**config.mk**
```make
export PLATFORM = sky130hd
export DESIGN_NAME = score_time_display_ctrl
export DESIGN_NICKNAME = d
export VERILOG_FILES = /design/src/rtl/display_pkg.sv /design/src/rtl/bin2bcd_serial.sv /design/src/rtl/score_time_display_ctrl.sv
export SDC_FILE = /design/constraint.sdc
export NUM_CORES = 1
export LEC_CHECK = 0
export BUFFER_PORTS_ARGS = -buffer_cell sky130_fd_sc_hd__buf_4
export CAP_MARGIN = 20
export CORE_ASPECT_RATIO = 1.75
export CORE_MARGIN = 8
export CORE_UTILIZATION = 54
export DETAILED_ROUTE_END_ITERATION = 10
export PLACE_DENSITY = 0.77
export SYNTH_ARGS = -nofsm -noshare
export SYNTH_HDL_FRONTEND = slang
export SYNTH_SLANG_ARGS = --single-unit
export TNS_END_PERCENT = 30
```
**constraint.sdc**
```tcl
create_clock -name clock_25 -period 3.3 [get_ports clock_25]
set_input_delay 0.66 -clock clock_25 [delete_from_list [all_inputs] [get_ports clock_25]]
set_output_delay 0.66 -clock clock_25 [all_outputs]
set_load 0.005 [all_outputs]
```
**src/rtl/display_pkg.sv**
```systemverilog
// rtl/display_pkg.sv - shared constants, FSM encoding and helpers for the score/time overlay
package display_pkg;

  localparam int GLYPH_W = 10;
  localparam int GLYPH_BITS = 100;
  localparam int CNT_W = $clog2(GLYPH_BITS);
  localparam logic [3:0] BLANK_GLYPH = 4'd10;
  localparam int MAX_VAL = 999;

  typedef enum logic [2:0] {
    ST_IDLE,
    ST_LOAD,
    ST_CONV_SCORE,
    ST_CONV_TIME,
    ST_COMMIT
  } conv_state_e;

  function automatic logic [9:0] clamp_val(input logic [9:0] v);
    return (v > 10'(MAX_VAL)) ? 10'(MAX_VAL) : v;
  endfunction

  // Hundreds blank when zero; tens blank only when hundreds is also zero.
  function automatic logic [11:0] suppress_zeros(input logic [11:0] bcd);
    logic [3:0] h;
    logic [3:0] t;
    h = bcd[11:8];
    t = bcd[7:4];
    if (bcd[11:8] == 4'd0) h = BLANK_GLYPH;
    if (bcd[11:8] == 4'd0 && bcd[7:4] == 4'd0) t = BLANK_GLYPH;
    return {h, t, bcd[3:0]};
  endfunction

endpackage

```
**src/rtl/bin2bcd_serial.sv**
```systemverilog
// rtl/bin2bcd_serial.sv - serial double-dabble, 10-bit binary to three BCD digits
// start loads the operand and performs the first shift; done rises after the tenth shift.
module bin2bcd_serial
  import display_pkg::*;
(
  input  logic        clk_i,
  input  logic        reset_i,
  input  logic        start_i,
  input  logic [9:0]  bin_i,
  output logic [11:0] bcd_o,
  output logic        done_o
);

  logic [21:0] sr_q;
  logic [3:0]  cnt_q;

  function automatic logic [21:0] dd_step(input logic [21:0] s);
    logic [21:0] r;
    r = s;
    for (int i = 0; i < 3; i++) begin
      if (r[10+4*i +: 4] >= 4'd5) r[10+4*i +: 4] = r[10+4*i +: 4] + 4'd3;
    end
    return {r[20:0], 1'b0};
  endfunction

  always_ff @(posedge clk_i) begin
    if (reset_i) begin
      sr_q  <= '0;
      cnt_q <= '0;
    end else if (start_i) begin
      sr_q  <= dd_step({12'd0, bin_i});
      cnt_q <= 4'd1;
    end else if (cnt_q != 4'd0 && cnt_q != 4'd10) begin
      sr_q  <= dd_step(sr_q);
      cnt_q <= cnt_q + 4'd1;
    end
  end

  assign bcd_o  = sr_q[21:10];
  assign done_o = (cnt_q == 4'd10);

endmodule

```
**src/rtl/score_time_display_ctrl.sv**
```systemverilog
// rtl/score_time_display_ctrl.sv - per-frame BCD conversion and pixel-to-glyph mapping
// Drives the digit ROM with a fixed two-cycle pixel latency.
module score_time_display_ctrl
  import display_pkg::*;
#(
  parameter int SCORE_X     = 8,
  parameter int SCORE_Y     = 4,
  parameter int TIME_X      = 600,
  parameter int TIME_Y      = 4,
  parameter int DIGIT_PITCH = 12
) (
  input  logic       clock_25,
  input  logic       reset,
  input  logic [9:0] score,
  input  logic [9:0] time_sec,
  input  logic       frame_start,
  input  logic [9:0] h_count,
  input  logic [9:0] v_count,
  output logic [3:0] selected_number,
  output logic [7:0] number_count,
  output logic       digit_en,
  output logic       bcd_busy
);

  conv_state_e state_q;
  logic        busy_q;
  logic [9:0]  score_snap_q;
  logic [9:0]  time_snap_q;
  logic [11:0] pend_score_q;
  logic [11:0] pend_time_q;
  logic [11:0] score_disp_q;
  logic [11:0] time_disp_q;

  logic        conv_start;
  logic [9:0]  conv_bin;
  logic [11:0] conv_bcd;
  logic        conv_done;

  assign conv_start = (state_q == ST_LOAD) || (state_q == ST_CONV_SCORE && conv_done);
  assign conv_bin   = (state_q == ST_LOAD) ? score_snap_q : time_snap_q;

  bin2bcd_serial u_bin2bcd (
    .clk_i   (clock_25),
    .reset_i (reset),
    .start_i (conv_start),
    .bin_i   (conv_bin),
    .bcd_o   (conv_bcd),
    .done_o  (conv_done)
  );

  always_ff @(posedge clock_25) begin
    if (reset) begin
      state_q      <= ST_IDLE;
      busy_q       <= 1'b0;
      score_snap_q <= '0;
      time_snap_q  <= '0;
      pend_score_q <= '0;
      pend_time_q  <= '0;
      score_disp_q <= {BLANK_GLYPH, BLANK_GLYPH, 4'd0};
      time_disp_q  <= {BLANK_GLYPH, BLANK_GLYPH, 4'd0};
    end else begin
      case (state_q)
        ST_IDLE: begin
          if (frame_start) begin
            score_snap_q <= clamp_val(score);
            time_snap_q  <= clamp_val(time_sec);
            busy_q       <= 1'b1;
            state_q      <= ST_LOAD;
          end
        end
        ST_LOAD: state_q <= ST_CONV_SCORE;
        ST_CONV_SCORE: begin
          if (conv_done) begin
            pend_score_q <= conv_bcd;
            state_q      <= ST_CONV_TIME;
          end
        end
        ST_CONV_TIME: begin
          if (conv_done) begin
            pend_time_q <= conv_bcd;
            state_q     <= ST_COMMIT;
          end
        end
        ST_COMMIT: begin
          score_disp_q <= suppress_zeros(pend_score_q);
          time_disp_q  <= suppress_zeros(pend_time_q);
          busy_q       <= 1'b0;
          state_q      <= ST_IDLE;
        end
        default: begin
          busy_q  <= 1'b0;
          state_q <= ST_IDLE;
        end
      endcase
    end
  end

  logic [3:0]       sel_d;
  logic [CNT_W-1:0] cnt_d;
  logic             en_d;
  logic [10:0]      s_rel_h, s_rel_v, t_rel_h, t_rel_v, cell_h;

  // Unsigned wrap makes columns/rows left of or above a field fail the < GLYPH_W test.
  always_comb begin
    sel_d   = BLANK_GLYPH;
    cnt_d   = '0;
    en_d    = 1'b0;
    cell_h  = '0;
    s_rel_h = {1'b0, h_count} - 11'(SCORE_X);
    s_rel_v = {1'b0, v_count} - 11'(SCORE_Y);
    t_rel_h = {1'b0, h_count} - 11'(TIME_X);
    t_rel_v = {1'b0, v_count} - 11'(TIME_Y);
    for (int d = 0; d < 3; d++) begin
      cell_h = s_rel_h - 11'(d * DIGIT_PITCH);
      if (cell_h < 11'(GLYPH_W) && s_rel_v < 11'(GLYPH_W)) begin
        sel_d = score_disp_q[11-4*d -: 4];
        cnt_d = CNT_W'(int'(s_rel_v[3:0]) * GLYPH_W + int'(cell_h[3:0]));
        en_d  = (score_disp_q[11-4*d -: 4] != BLANK_GLYPH);
      end
      cell_h = t_rel_h - 11'(d * DIGIT_PITCH);
      if (cell_h < 11'(GLYPH_W) && t_rel_v < 11'(GLYPH_W)) begin
        sel_d = time_disp_q[11-4*d -: 4];
        cnt_d = CNT_W'(int'(t_rel_v[3:0]) * GLYPH_W + int'(cell_h[3:0]));
        en_d  = (time_disp_q[11-4*d -: 4] != BLANK_GLYPH);
      end
    end
  end

  logic [3:0]       sel_q;
  logic [CNT_W-1:0] cnt1_q;
  logic             en1_q;
  logic [7:0]       cnt2_q;
  logic             en2_q;

  // Select leaves at t+1 for the ROM; count/enable wait one more stage to meet its output.
  always_ff @(posedge clock_25) begin
    if (reset) begin
      sel_q  <= BLANK_GLYPH;
      cnt1_q <= '0;
      en1_q  <= 1'b0;
      cnt2_q <= '0;
      en2_q  <= 1'b0;
    end else begin
      sel_q  <= sel_d;
      cnt1_q <= cnt_d;
      en1_q  <= en_d;
      cnt2_q <= 8'(cnt1_q);
      en2_q  <= en1_q;
    end
  end

  assign selected_number = sel_q;
  assign number_count    = cnt2_q;
  assign digit_en        = en2_q;
  assign bcd_busy        = busy_q;

endmodule

```
# --- After elaboration in Yosys (flattened, before gate mapping) ---
# Index checks and enable logic that the tools add are counted.
totals:
  ff_bits: 118
  latchBits: 0
  ramBits: 0
  rom_bits: 0
  inputBits: 43
  output_inout_bits: 14
  mem_count: 0
classes:
  add_sub_neg: 17
  n_mul: 1
  div: 0
  magnitude_cmp: 12
  eq_ne: 15
  shift: 0
  muxes: 38
  bitwise_logic: 1
  n_reduce_logical: 25
ops:
  columns: ["op", "count"]
  rows:
  - ["< comparator 11 x 4 -> 1 bit, second input constant", 7]
  - ["2-to-1 mux 4 bit", 12]
  - ["2-to-1 mux 7 bit", 6]
  - ["adder 7 x 5 -> 7 bit", 5]
  - ["2-to-1 mux 10 bit", 3]
  - ["inequality test 4 bit, second input constant", 7]
  - ["2-to-1 mux 11 bit", 2]
  - ["subtractor 11 x 4 -> 11 bit, second input constant", 2]
  - ["subtractor 11 x 5 -> 11 bit, second input constant", 2]
  - ["> comparator 10 bit, second input constant", 2]
  - ["zero test 4 bit", 4]
  - ["greater-or-equal comparator 4 x 3 -> 1 bit, second input constant", 3]
  - ["2-to-1 mux 3 bit", 4]
  - ["one-hot mux 3 bit (4 select lines)", 1]
  - ["subtractor 10 x 10 -> 11 bit, second input constant", 1]
  - ["subtractor 10 x 3 -> 11 bit, second input constant", 1]
  - ["subtractor 10 x 4 -> 11 bit, second input constant", 1]
  - ["logical AND 1 bit", 10]
  - ["2-to-1 mux 1 bit", 9]
  - ["adder 4 x 2 -> 4 bit, second input constant", 2]
  - ["AND reduction 2 bit", 4]
  - ["adder 7 x 4 -> 7 bit", 1]
  - ["equality test 3 x 2 -> 1 bit, second input constant", 2]
  - ["multiplier 4 x 3 -> 6 bit, second input constant", 1]
  - ["15 further kinds", 17]

# --- Logic depth before layout (Yosys ltp) ---
logic_depth:
  depth_word: 9
  ltp_mapped: 13

# --- Cells and area by module ---
# Synthesis repeated with hierarchy kept, for this count alone.
hier_totals:
  cells_unflattened: 789
  area_unflattened_um2: 6454.9
modules_own_cells:
  columns: ["mod", "n_inst", "cells_each", "area_each_um2", "seq_area_each_um2"]
  rows:
  - ["score_time_display_ctrl", 1, 598, 4857.2, 1841.8]
  - ["bin2bcd_serial", 1, 191, 1597.8, 500.5]

# --- Least setup slack after synthesis ---
# Ideal clock, no wire load.
synth_timing:
  path_type: "input to register"
  start: "in h_count[3]"
  end: "reg en1_q"
  setup_ns: 0.115
  arrival_ns: 3.055
  required_ns: 3.185
  slack_ns: 0.129
  cell_stages: 10
  path_cell_list: "buf_2 inv_1 ha_1 o21bai_1 a211o_1 a2111o_1 or4b_1 nor4_1 nor2_1 and3_1"
synth_via:
  elab_chain_cells: 9
  elab_cells_between_ends: 24
  classes_between: "6 x add/sub; 6 x order compare; 6 x mux; 6 x reduce/logical"
synth_lines:
  columns: ["element", "line_no", "source"]
  rows:
  - ["from (decl)", "score_time_display_ctrl.sv:17", "input logic [9:0] h_count,"]
  - ["parallel branches: the longest is 8 deep, another holds subtractor 10 x 4 -> 11 bit", null, null]
  - ["2-to-1 mux 1 bit (*)", "score_time_display_ctrl.sv:121", "if (cell_h < 11'(GLYPH_W) && t_rel_v < 11'(GLYPH_W)) begin"]
  - ["to (signal assigned)", "score_time_display_ctrl.sv:146", "en1_q <= en_d;"]
  - ["to (decl)", "score_time_display_ctrl.sv:131", "logic en1_q;"]
# Every way passes the cells marked *.
# A chain may end at the register's enable or synchronous reset.

# --- Worst setup path in the final report ---
layout_timing:
  start: "in h_count[4]"
  end: "reg en1_q"
# Same word-level chain as after synthesis.

==> out/metrics.yaml <==
synth_top_area_share_pct: 38.7
cts_resized: 0
reg2regPathDepth: 10
cts.sink_count: 117
diodes: 0
yosys_warnings: 0
finalCritPeriodShare_pct: 85.4
synthCells: 759
ys_ff_latch: 117
fp-row-count: 51
critPathCaptureType: "flop"
cap_viol_max_count: 0
power_frac_clock_pct: 47.8
drive_gt1_share_pct: 14.1
hold_buffers: 0
slowest_delay_ns: 0.61
arrival_ns: 3.12
ir_drop_v: 0.000461
internal_power_w: 0.00286
ys_top_cells_by_count: "117 x dfxtp_1, 104 x nor2_1, 100 x nand2_1"
die_h_um: 156
crit_family: "simple AND/OR/NAND/NOR gates"
clock_latency_ns: 0.41
dominantRegCellSynth: "dfxtp_1"
synth_most_common_cell: "dfxtp_1"
grt_pass1_wl_um: 25000
combPwrFrac_pct: 14.1
drt-total-wl_um: 15300
core_area_sq_um: 11000
clk_pin_slew_worst_paths_ns: 0.06
place_congestion: 0.929
slowest_stage: "or4b_1"
syn_avg_cell_area_sq_um: 7.97
synth_cell_types: 61
drc: 0
crit_path_start_kind: "input port"
r2r-end: "u_bin2bcd.sr_q[2]$_SDFFE_PP0P_"
final.min_clock_period_ns: 2.82
cts_root_buf: "clkbuf_16"
synth_area_leaders: "dfxtp_1 39%, nor2_1 6.5%, a21oi_1 6.4%"
cts_buffers: 17
required_ns: 3.60
cellLeakagePower_nw: 2.96
wl_per_cell_um: 16.1
synth_top_cell_by_area: "dfxtp_1"
seq_power_share_pct: 38.1
antenna_found_initial: 0
cp-startpoint: "h_count[4]"
hold_ws_ns: 0.442
setup_violations: 0
worstSetupPathDepth: 10
firstDrtPassIters: 5
clock_path_buffers: 2
dp_hpwl_um: 11300
async_flop_share_pct: 0
die_width_um: 96.0
cts_tree: "yes"
r2r_setup_slack_ns: 0.76
fin_skew_ns: 0.00699
rsz0062_at_grt: "false"
crit_path_cell_trace: "buf_4 > inv_1 > ha_1 > o21bai_1 > a211o_1 > a2111o_1 > or4b_1 > nor4_1 > nor2_1 > and3_1"
criticalPathCategory: "in2reg"
tns_ns: 0
final_hold_viol_count: 0
die-area_sq_um: 15000
path_buf_inv: 2
tightest_slew_ns: 1.06
cts_setup_buffers: 0
grt_start_max_net_pins: 58
first_global_vias: 5495
vias: 5496
synthesis.area_sq_um: 6050
fmax_mhz: 355
grt_usage_pct: 20.8
drt-vias-per-instance: 5.79
hold_class: "reg2reg"
num_io_pins: 57
seq_area_frac_synth_pct: 38.7
p_switching_w: 0.00102
path_max_fanout: 5
synth-edff-count: 0
overflow: 0
rr_startpoint: "u_bin2bcd.cnt_q[0]$_SDFFE_PP0P_"
powerDensity_nw_per_um2: 540
start_util_pct: 54.8
post-route-util_pct: 65.0
switching_share_pct: 26.2
cts_htree_levels: 4
area_growth_pct: 18.7
io_buffer_count: 55
final_antenna_net_count: 0
report.final.slew_viol_count: 0
maxSlewHeadroom_pct: 29.4
status: "finished, final reports clean"
synth.net_count: 831
nNetsFinal: 877
drt_iter0_markers: 299
endpoint: "en1_q$_SDFF_PP0_"
-- layout make-up --
type / count / area (sq um)
flip-flops and latches: 117 / 2340
repair buffers: 72 / 541
well taps: 132 / 165
clock inverters: 15 / 181
fillers: 915 / 3860
clock buffers: 17 / 425
multi-input cells: 562 / 3390
inverters: 35 / 131
-- per-layer routing --
| layer | routed length (um) | up-vias | part of all wire [%] | track usage [%] |
|---|---|---|---|---|
| li1 | - | 2724 | - | - |
| met1 | 5590 | 2597 | 37 | 19.3 |
| met2 | 8690 | 142 | 57 | 39.9 |
| met3 | 583 | 33 | 3.8 | 4.58 |
| met4 | 436 | 0 | 2.8 | 10.2 |
| met5 | 0 | - | 0 | 0 |
-- worst register-to-register path, delay by kind of cell, from the launching register on --
family                   cells  cell delay [ns]
buffers and inverters        1             0.10
AO/OA/AOI/OAI                2             0.29
flip-flops                   1             0.34
adder cells (fa/ha/maj)      1             0.15
AND/OR/NAND/NOR              6             1.52
-- worst min path at each step --
stage,startpoint,endpoint,slack (ns),cells after the start
after floorplan,en1_q$_SDFF_PP0_,digit_en$_SDFF_PP0_,0.41,1
after CTS,h_count[0],cnt1_q[0]$_SDFF_PP0_,0.44,2
after global routing,h_count[0],cnt1_q[0]$_SDFF_PP0_,0.44,2
final,cnt1_q[5]$_SDFF_PP0_,number_count[5]$_SDFF_PP0_,0.44,1
after global placement,cnt1_q[1]$_SDFF_PP0_,number_count[1]$_SDFF_PP0_,0.42,1
after detailed placement,cnt1_q[0]$_SDFF_PP0_,number_count[0]$_SDFF_PP0_,0.43,1
-- power by group through the flow --
stage	Clock [W]	Combinational (W)	Sequential, W
3_5_place_dp	0	0.000540	0.00151
4_1_cts	0.00188	0.000543	0.00148
6_report	0.00186	0.000546	0.00148
3_3_place_gp	0	0.000527	0.00151
2_1_floorplan	0	0.000391	0.00150
5_1_grt	0.00194	0.000602	0.00148
-- metrics by stage --
| step | power (W) | setup WS (ns) | area [sq um] | std cells |
|---|---|---|---|---|
| floorplan | 0.00189 | 0.129 | 6050 | 759 |
| finish | 0.00388 | 0.480 | 7180 | 950 |
| global route | 0.00403 | 0.351 | 7180 | 950 |
| detailed placement | 0.00205 | 0.115 | 6570 | 918 |
| global placement | 0.00203 | 0.153 | 6570 | 918 |
| CTS | 0.00390 | 0.508 | 7180 | 950 |
-- cells in the final DEF, fill, tap and decap left out, drive strengths merged, types with 17 or more instances in the layout --
master	instances
a21oi	77
buf	72
clkbuf	17
dfxtp	117
ha	26
inv	37
mux2i	24
nand2	100
nor2	105
nor3	22
o21ai	28
-- sequential cells by signal, summed over array words and instances, names as in the netlist, 10 cells and up --
register	cells
pend_score_q	12
pend_time_q	12
score_disp_q	12
score_snap_q	10
time_disp_q	12
time_snap_q	10
u_bin2bcd.sr_q	21
-- cell families (layout without fill, tap and decap cells) --
logic type                 after synthesis  count (layout)  share of synthesized area (%)
and+or+nand+nor                        306             306                           23.6
AOI/OAI and AO/OA                      179             179                           18.6
DFF                                    117             117                           38.7
buffers and inverters                   80             139                           5.30
adders and majority gates               29              29                           6.37
muxes                                   24              24                           3.97
xor gates and xnor gates                23              23                           3.33
other                                    1               1                         0.0620
No activity file was read; power rests on OpenSTA's default activity.
